[config.mk]
export PLATFORM = sky130hd
export DESIGN_NAME = branch_resolve_queue
export DESIGN_NICKNAME = d
export VERILOG_FILES = /design/src/rtl/cpu_defs.sv /design/src/rtl/multi_push_fifo.sv /design/src/rtl/branch_resolve_queue.sv
export SDC_FILE = /design/constraint.sdc
export NUM_CORES = 1
export LEC_CHECK = 0
export BUFFER_PORTS_ARGS = -buffer_cell sky130_fd_sc_hd__buf_2
export CELL_PAD_IN_SITES_DETAIL_PLACEMENT = 1
export CELL_PAD_IN_SITES_GLOBAL_PLACEMENT = 1
export CORE_MARGIN = 2
export CORE_UTILIZATION = 40
export CTS_CLUSTER_DIAMETER = 80
export DETAILED_ROUTE_END_ITERATION = 8
export GPL_ROUTABILITY_DRIVEN = 0
export GPL_TIMING_DRIVEN = 0
export PLACE_DENSITY_LB_ADDON = 0.2
export REMOVE_ABC_BUFFERS = 1
export SETUP_SLACK_MARGIN = 0.1
export SYNTH_ARGS = -nofsm -noshare
export SYNTH_HDL_FRONTEND = slang
export SYNTH_SLANG_ARGS = --single-unit
[constraint.sdc]
create_clock -name clk -period 9.2 [get_ports clk]
set_input_delay 0 -clock clk [delete_from_list [all_inputs] [get_ports clk]]
set_output_delay 0 -clock clk [all_outputs]
set_load 0.02 [all_outputs]
[src/rtl/cpu_defs.sv]
// cpu_defs: shared branch resolve/update types, queue sizing defaults and counter helper.
package cpu_defs;
  typedef enum logic [1:0] {CF_BRANCH, CF_JUMP, CF_CALL, CF_RET} cf_t;
  typedef struct packed {
    logic        valid;
    logic [31:0] pc;
    logic [31:0] target;
    logic        taken;
    logic        mispredict;
    logic [1:0]  counter;
    cf_t         cf;
  } branch_resolved_t;
  typedef struct packed {
    logic [31:0] pc;
    logic [31:0] target;
    logic        taken;
    logic [1:0]  counter;
    cf_t         cf;
  } branch_update_t;
  localparam int BRQ_LANES = 2;
  localparam int BRQ_DEPTH = 4;
  function automatic logic [1:0] sat_counter(input logic taken, input logic [1:0] c);
    return taken ? (c == 2'd3 ? c : c + 2'd1) : (c == 2'd0 ? c : c - 2'd1);
  endfunction
endpackage

[src/rtl/multi_push_fifo.sv]
// multi_push_fifo: FIFO accepting up to PUSH_PORTS writes per cycle, packed in port order.
module multi_push_fifo #(
  parameter int WIDTH = 8,
  parameter int DEPTH = 4,
  parameter int PUSH_PORTS = 2
) (
  input  logic                                clk,
  input  logic                                rst,
  input  logic [PUSH_PORTS-1:0]               push,
  input  logic [PUSH_PORTS-1:0][WIDTH-1:0]    push_data,
  input  logic                                pop,
  output logic [WIDTH-1:0]                    head,
  output logic [$clog2(DEPTH):0]              count
);
  localparam int AW = $clog2(DEPTH);
  logic [WIDTH-1:0] mem [DEPTH];
  logic [AW-1:0] rd_ptr, wr_ptr;
  logic [AW-1:0] slot [PUSH_PORTS];
  logic [AW:0] n_push;
  always_comb begin
    n_push = '0;
    for (int i = 0; i < PUSH_PORTS; i++) begin
      slot[i] = wr_ptr + n_push[AW-1:0];
      n_push = n_push + (AW+1)'(push[i]);
    end
  end
  assign head = mem[rd_ptr];
  always_ff @(posedge clk) begin
    if (rst) begin
      rd_ptr <= '0;
      wr_ptr <= '0;
      count <= '0;
    end else begin
      for (int i = 0; i < PUSH_PORTS; i++)
        if (push[i]) mem[slot[i]] <= push_data[i];
      wr_ptr <= wr_ptr + n_push[AW-1:0];
      rd_ptr <= rd_ptr + AW'(pop);
      count <= count + n_push - (AW+1)'(pop);
    end
  end
endmodule

[src/rtl/branch_resolve_queue.sv]
// branch_resolve_queue: filters resolved lanes behind the oldest mispredict, queues predictor
// updates all-or-nothing and issues a one-cycle fetch redirect.
module branch_resolve_queue
  import cpu_defs::*;
#(
  parameter int LANES = BRQ_LANES,
  parameter int DEPTH = BRQ_DEPTH
) (
  input  logic                          clk,
  input  logic                          rst,
  input  branch_resolved_t [LANES-1:0]  resolved,
  input  logic                          flush,
  output logic                          stall_req,
  output logic                          redirect_valid,
  output logic [31:0]                   redirect_pc,
  output logic                          upd_valid,
  output branch_update_t                upd,
  input  logic                          upd_ready
);
  localparam int UW = $bits(branch_update_t);
  localparam int CW = $clog2(DEPTH) + 1;
  logic [LANES-1:0] live, push;
  logic [LANES-1:0][UW-1:0] push_data;
  logic [CW-1:0] count, need;
  logic [UW-1:0] head;
  logic seen, arm;
  logic [31:0] next_pc;
  always_comb begin
    seen = 1'b0;
    arm = 1'b0;
    need = '0;
    next_pc = '0;
    live = '0;
    push_data = '0;
    for (int i = 0; i < LANES; i++) begin
      // once the oldest mispredict is seen, every younger lane is wrong-path
      live[i] = resolved[i].valid & ~flush & ~seen;
      need = need + CW'(live[i]);
      if (live[i] & resolved[i].mispredict) begin
        seen = 1'b1;
        arm = 1'b1;
        next_pc = resolved[i].taken ? resolved[i].target : resolved[i].pc + 32'd8;
      end
      push_data[i] = {resolved[i].pc, resolved[i].target, resolved[i].taken,
                      sat_counter(resolved[i].taken, resolved[i].counter), resolved[i].cf};
    end
    stall_req = need > CW'(DEPTH) - count;
    push = stall_req ? '0 : live;
  end
  assign upd_valid = count != '0;
  assign upd = branch_update_t'(head);
  multi_push_fifo #(.WIDTH(UW), .DEPTH(DEPTH), .PUSH_PORTS(LANES)) u_fifo (
    .clk(clk),
    .rst(rst),
    .push(push),
    .push_data(push_data),
    .pop(upd_valid & upd_ready),
    .head(head),
    .count(count)
  );
  always_ff @(posedge clk) begin
    if (rst) begin
      redirect_valid <= 1'b0;
      redirect_pc <= '0;
    end else begin
      redirect_valid <= arm & ~stall_req;
      if (arm & ~stall_req) redirect_pc <= next_pc;
    end
  end
endmodule

**Yosys cells after proc, flatten, opt, wreduce, memory -nomap -nowiden**

Memories as Yosys holds them, arrays and structs flattened. A register that Yosys moved wholly into a read port is not among the register bits.
Index checks and enable logic that the tools add are counted.

- Memory bits (writable): 276
- Memories kept: 1
- Output and inout bits: 104
- Register bits after elaboration: 40
- Word-level logic and storage cells: 56

- Reduce and logical (&&, ||, !) cells: 3
- Magnitude comparators: 1
- $add $sub $neg: 14
- Muxes and demuxes: 20
- Bitwise logic cells: 10
- Eq/ne operators: 2

Memories:

| memory | depth | bits a word | read ports | clocked after Yosys merged registers in | wr ports | line | source |
|---|---|---|---|---|---|---|---|
| u_fifo.mem | 4 | 69 | 1 | 1 | 2 | multi_push_fifo.sv:16 | `logic [WIDTH-1:0] mem [DEPTH];` |

Operators with widths:

| operator | number |
|---|---|
| $mux 32 | 4 |
| $add 32x4->32 const B | 2 |
| $mux 2 | 8 |
| $mux 1 | 8 |
| $and 1x1->1 | 7 |
| $add 1x1->2 | 2 |
| $add 2x1->2 | 2 |
| $add 2x1->2 const B | 2 |
| $eq 2x2->1 const B | 2 |
| $logic_not 2->1 | 2 |
| $sub 2x1->2 const B | 2 |
| $add 3x3->3 | 1 |
| $gt 2x3->1 | 1 |
| $not 1->1 | 3 |
| $reduce_bool 3->1 | 1 |
| $sub 3x1->3 | 1 |
| $sub 3x3->3 const A | 1 |
| $add 2x2->2 | 1 |

**Logic depth before layout (Yosys ltp)**

- Word-level depth: 12
- Depth in mapped cells: 17
- Depth with buffers taken out: 17

**Hierarchy**

From an unflattened synthesis, not the netlist that was laid out.

- Cells, all modules: 1149
- Area total of the unflattened synthesis: 17331.6 um^2

Modules (own cells, without submodules):

| module | times used | area an instance (um^2) | cells an instance | sequential area each (um^2) |
|---|---|---|---|---|
| multi_push_fifo | 1 | 14098.5 | 714 | 8428.1 |
| branch_resolve_queue | 1 | 3233.1 | 435 | 660.6 |

**Worst setup path after synthesis**

No wires, ideal clock.

- Kind: in2reg
- Start point: input port resolved[70] (netlist bit)
- End point: memory u_fifo.mem[1][0] (netlist bit) (enable)
- Setup time: 0.598 ns
- Slack: 1.769 ns
- Data required time: 8.602 ns
- Arrival: 6.833 ns
- Cell stages on the path: 11
- Path buffers: 0
- Path through: nand2_1 -> nand3b_1 -> inv_1 -> ha_1 -> ha_1 -> nor2b_1 -> o211ai_4 -> inv_2 -> nor2_4 -> nand2_1 -> o31ai_1

RTL lines:

| what | line | source |
|---|---|---|
| from (decl) | branch_resolve_queue.sv:11 | `input branch_resolved_t [LANES-1:0] resolved,` |
| to (decl) | multi_push_fifo.sv:16 |  |

==> flow_metrics.py <==
metrics = {
    "sta": {
        "fin_crit_ns": 5.20,
        "fin_crit_sh": 0.565,
        "worst_slew_margin_rel": 0.0365,
        "rsz0062_at_grt": "no",
        "timing.clock.skew_ns": 0.0142,
        "clock.fmax_mhz": 192,
        "timing_worst_slew_pin_value_ns": 1.44,
        "setup_viol": 0,
        "report.final.hold_viol_count": 0,
        "timing_max_transition_violations_final": 0,
    },
    "logic_synthesis": {
        "synth_edf_count": 276,
        "synth-seq-cells": 316,
        "yosysWarningCount": 0,
        "syn_avg_cell_area_um2": 14.0,
        "synth_largest_type_area_fraction": 0.489,
        "syn_inst": 1210,
        "synth_async_sr_flop_share": 0,
        "synth_area_um2": 16900,
        "most_instantiated_flip_flop_cell_in_the_synthesis_netlist": "edfxtp_1",
        "synth.top_cells.by_area": "edfxtp_1 49%, mux2_2 16%, mux4_2 9.2%, dfxtp_1 4.7%, xnor2_1 2.1%",
        "synth_top_cell_by_area": "edfxtp_1",
        "yosysSeqAreaShare": 0.537,
        "number_of_distinct_library_cell_variants_in_the_gate_level_netlist_after_synthesis": 63,
    },
    "die": {
        "core_um2": 41900,
        "dieArea_um2": 44000,
        "floorplan.die.width_um": 210,
        "rows": 75,
        "floorplan.initialDensity": 0.405,
        "design.portCount": 250,
        "die_h_um": 210,
    },
    "place": {
        "detailed_place_hpwl_um": 38800,
        "dpl-instance-area_um2": 19300,
        "portBuffers": 249,
    },
    "hold_path": {
        "min_delay_startpoint": "resolved[3]",
        "hold_class": "input port to flop",
    },
    "cells_and_area": {
        "finish.utilization": 0.540,
        "final-seq-area_um2": 9100,
        "synthToLayoutAreaGrowth_pct": 33.4,
        "design.final.nets": 1821,
        "final_layout_size_suffix_gt1_frac": 0.404,
        "area_taken_by_multi_input_logic_gates_um2": 7410,
        "layout.cells.most_common": "edfxtp_1",
        "commonest_non_fill_non_tap_cells_in_the_layout": "276 x edfxtp_1, 248 x buf_2, 247 x mux2_2, 206 x dlygate4sd3_1, 83 x nand2_1",
        "final_cell_area_um2": 22600,
        "layout.filler_cells": 4207,
    },
    "routing": {
        "drt-pass1-iter-count": 5,
        "drt_wl_total_um": 59400,
        "num_vias": 12678,
        "drcViolationCount": 0,
        "antenna_violating_nets_post_route": 0,
        "drt-vias-per-instance": 5.69,
        "detail_route.iter0.violations": 887,
        "wl_per_cell_um": 26.7,
    },
    "grt": {
        "wire_length_of_the_first_global_routing_pass_um": 89300,
        "largest_net_degree_at_the_start_of_global_routing": 59,
        "grt_pass1_vias": 13844,
        "grt_antenna_before_repair": 2,
        "grt_remaining_overflow": 0,
        "grt_use_total": 0.274,
    },
    "job": {
        "drv_cap": 0,
    },
    "critical_path": {
        "crit_path_end_kind": "flop",
        "worst-endpoint-arrival_ns": 5.50,
        "cp_cell_sequence": "dlygate4sd3_1 > buf_2 > nand3b_1 > inv_1 > ha_1 > ha_1 > nor2b_1 > o211ai_4 > and2_1 > ha_1 > xor2_1 > nand4_1 > buf_16 > buf_16 > buf_8 > mux2_2 > dlygate4sd3_1",
        "critical_path.max_fanout": 13,
        "worst-endpoint-required_ns": 9.50,
        "setup.worst_path.class": "input port to flop",
        "r2r-start": "u_fifo.count[0]",
        "critical_path.startpoint_type": "input port",
        "crit_path_start": "flush",
        "path_common_cell": "ha_1",
        "critPathMaxStageDelay_ns": 0.90,
        "critical-path-slowest-cell": "nand4_1",
    },
    "clock_network": {
        "clk-insertion-delay-late_ns": 0.56,
        "clock_tree.htree_level_count": 2,
        "cts.sink_count": 316,
        "cts-buffers-inserted": 38,
        "clock-root-buffer": "clkbuf_16",
        "cts.path.max_buffers": 3,
        "tritoncts_clock_tree": "done",
        "clkSlewWorstSetupHoldPaths_ns": 0.06,
    },
    "power_and_ir_drop": {
        "power_per_cell_area_nw_per_um2": 210,
        "vdd.ir_drop.worst_uv": 161,
        "total_leakage_power_nw": 8.14,
    },
    "run_status": {
        "outcome": "finished, final reports clean",
    },
}
[final cells by class]
type | count | area share
antenna | 2 | 0.000221
clock buffer | 52 | 0.0476
clock inverter | 16 | 0.00659
inverter | 24 | 0.00399
multi-input combinational | 782 | 0.328
sequential | 316 | 0.403
tap | 539 | 0.0298
timing repair buffer | 498 | 0.181
[per-stage QoR]
stage	std cells	power (W)	setup slack, ns	setup TNS, ns	hold WS (ns)
detailed placement	1953	0.00318	4.37	0	0.299
floorplan	1122	0.00265	0.170	0	0.0716
finish	2229	0.00475	4.00	0	0.0414
global placement	1910	0.00319	-12.73	-1913.99	0.283
global route	2229	0.00493	3.79	0	0.0667
CTS	2227	0.00478	4.05	0	0.00519
[worst max-delay path, delay by kind of cell]
family / cells / cell delay (ns)
buffers and inverters: 7 / 2.22
adders and majority gates: 3 / 0.73
AOI/OAI and AO/OA: 1 / 0.34
and+or+nand+nor: 4 / 1.59
xor gates and xnor gates: 1 / 0.31
muxes: 1 / 0.28
[state kept, by name (all words and copies together), names as in the netlist]
| name | cells |
|---|---|
| u_fifo.count | 3 |
| redirect_pc | 32 |
| u_fifo.rd_ptr | 2 |
| u_fifo.wr_ptr | 2 |
| u_fifo.mem | 276 |
| redirect_valid | 1 |
[where the power goes]
part	switching, W	total (W)	internal (W)
sequential	0.000101	0.00183	0.00173
clock	0.000611	0.00151	0.000899
combinational	0.000783	0.00141	0.000625
[logic make-up (layout without fill, tap and decap cells)]
| group | after synthesis | count (layout) | synth area share |
|---|---|---|---|
| adders and majority gates | 17 | 17 | 0.0127 |
| xor gates and xnor gates | 59 | 59 | 0.0305 |
| and+or+nand+nor | 240 | 240 | 0.0750 |
| buffers and inverters | 112 | 590 | 0.0281 |
| other | 0 | 2 | 0 |
| muxes | 334 | 334 | 0.267 |
| AOI/OAI and AO/OA | 132 | 132 | 0.0503 |
| DFF | 316 | 316 | 0.537 |
[routing by layer]
| metal | global-route usage | wire (µm) | vias up |
|---|---|---|---|
| li1 | - | - | 5633 |
| met1 | 0.376 | 25900 | 6557 |
| met2 | 0.460 | 29200 | 408 |
| met5 | 0 | 0 | - |
| met4 | 0.0792 | 1350 | 0 |
| met3 | 0.0323 | 2920 | 80 |
[timing repair]
| action | 4_1_cts | 5_1_grt |
|---|---|---|
| setup buffers | 0 | 0 |
| hold buffers | 206 | 0 |
| resized for setup | 0 | 0 |
| endpoints found under the hold margin | 296 | 0 |
| setup endpoints to repair | 0 | 0 |
[path summary, 6_finish.rpt]
kind / slack, ns / cells after the start / to
worst max-delay path: 4.00 / 17 / u_fifo.mem[3][20]
worst min-delay path: 0.04 / 3 / u_fifo.mem[1][3]
worst min register to register: 0.48 / 2 / redirect_pc[9]
worst max register to register: 4.08 / 15 / u_fifo.mem[3][20]
[Yosys cell counts, drive strengths merged, types with 3 or more instances]
| cell | count |
|---|---|
| o221ai | 5 |
| nand4 | 17 |
| mux2 | 250 |
| and4 | 5 |
| mux2i | 15 |
| nand2b | 6 |
| inv | 24 |
| o22ai | 3 |
| and3 | 7 |
| nor3 | 19 |
| dfxtp | 40 |
| o21ai | 60 |
| nand2 | 84 |
| ha | 14 |
| and2 | 5 |
| buf | 49 |
| a222oi | 4 |
| xnor2 | 40 |
| a221oi | 7 |
| nor2 | 38 |
| edfxtp | 276 |
| clkbuf | 39 |
| nor2b | 11 |
| mux4 | 69 |
| a31oi | 3 |
| a311oi | 7 |
| o211ai | 7 |
| nor4 | 11 |
| a21oi | 19 |
| xor2 | 19 |
| a22oi | 4 |
| or3 | 5 |
| nand3 | 26 |
(Power assumes the default switching activity.)
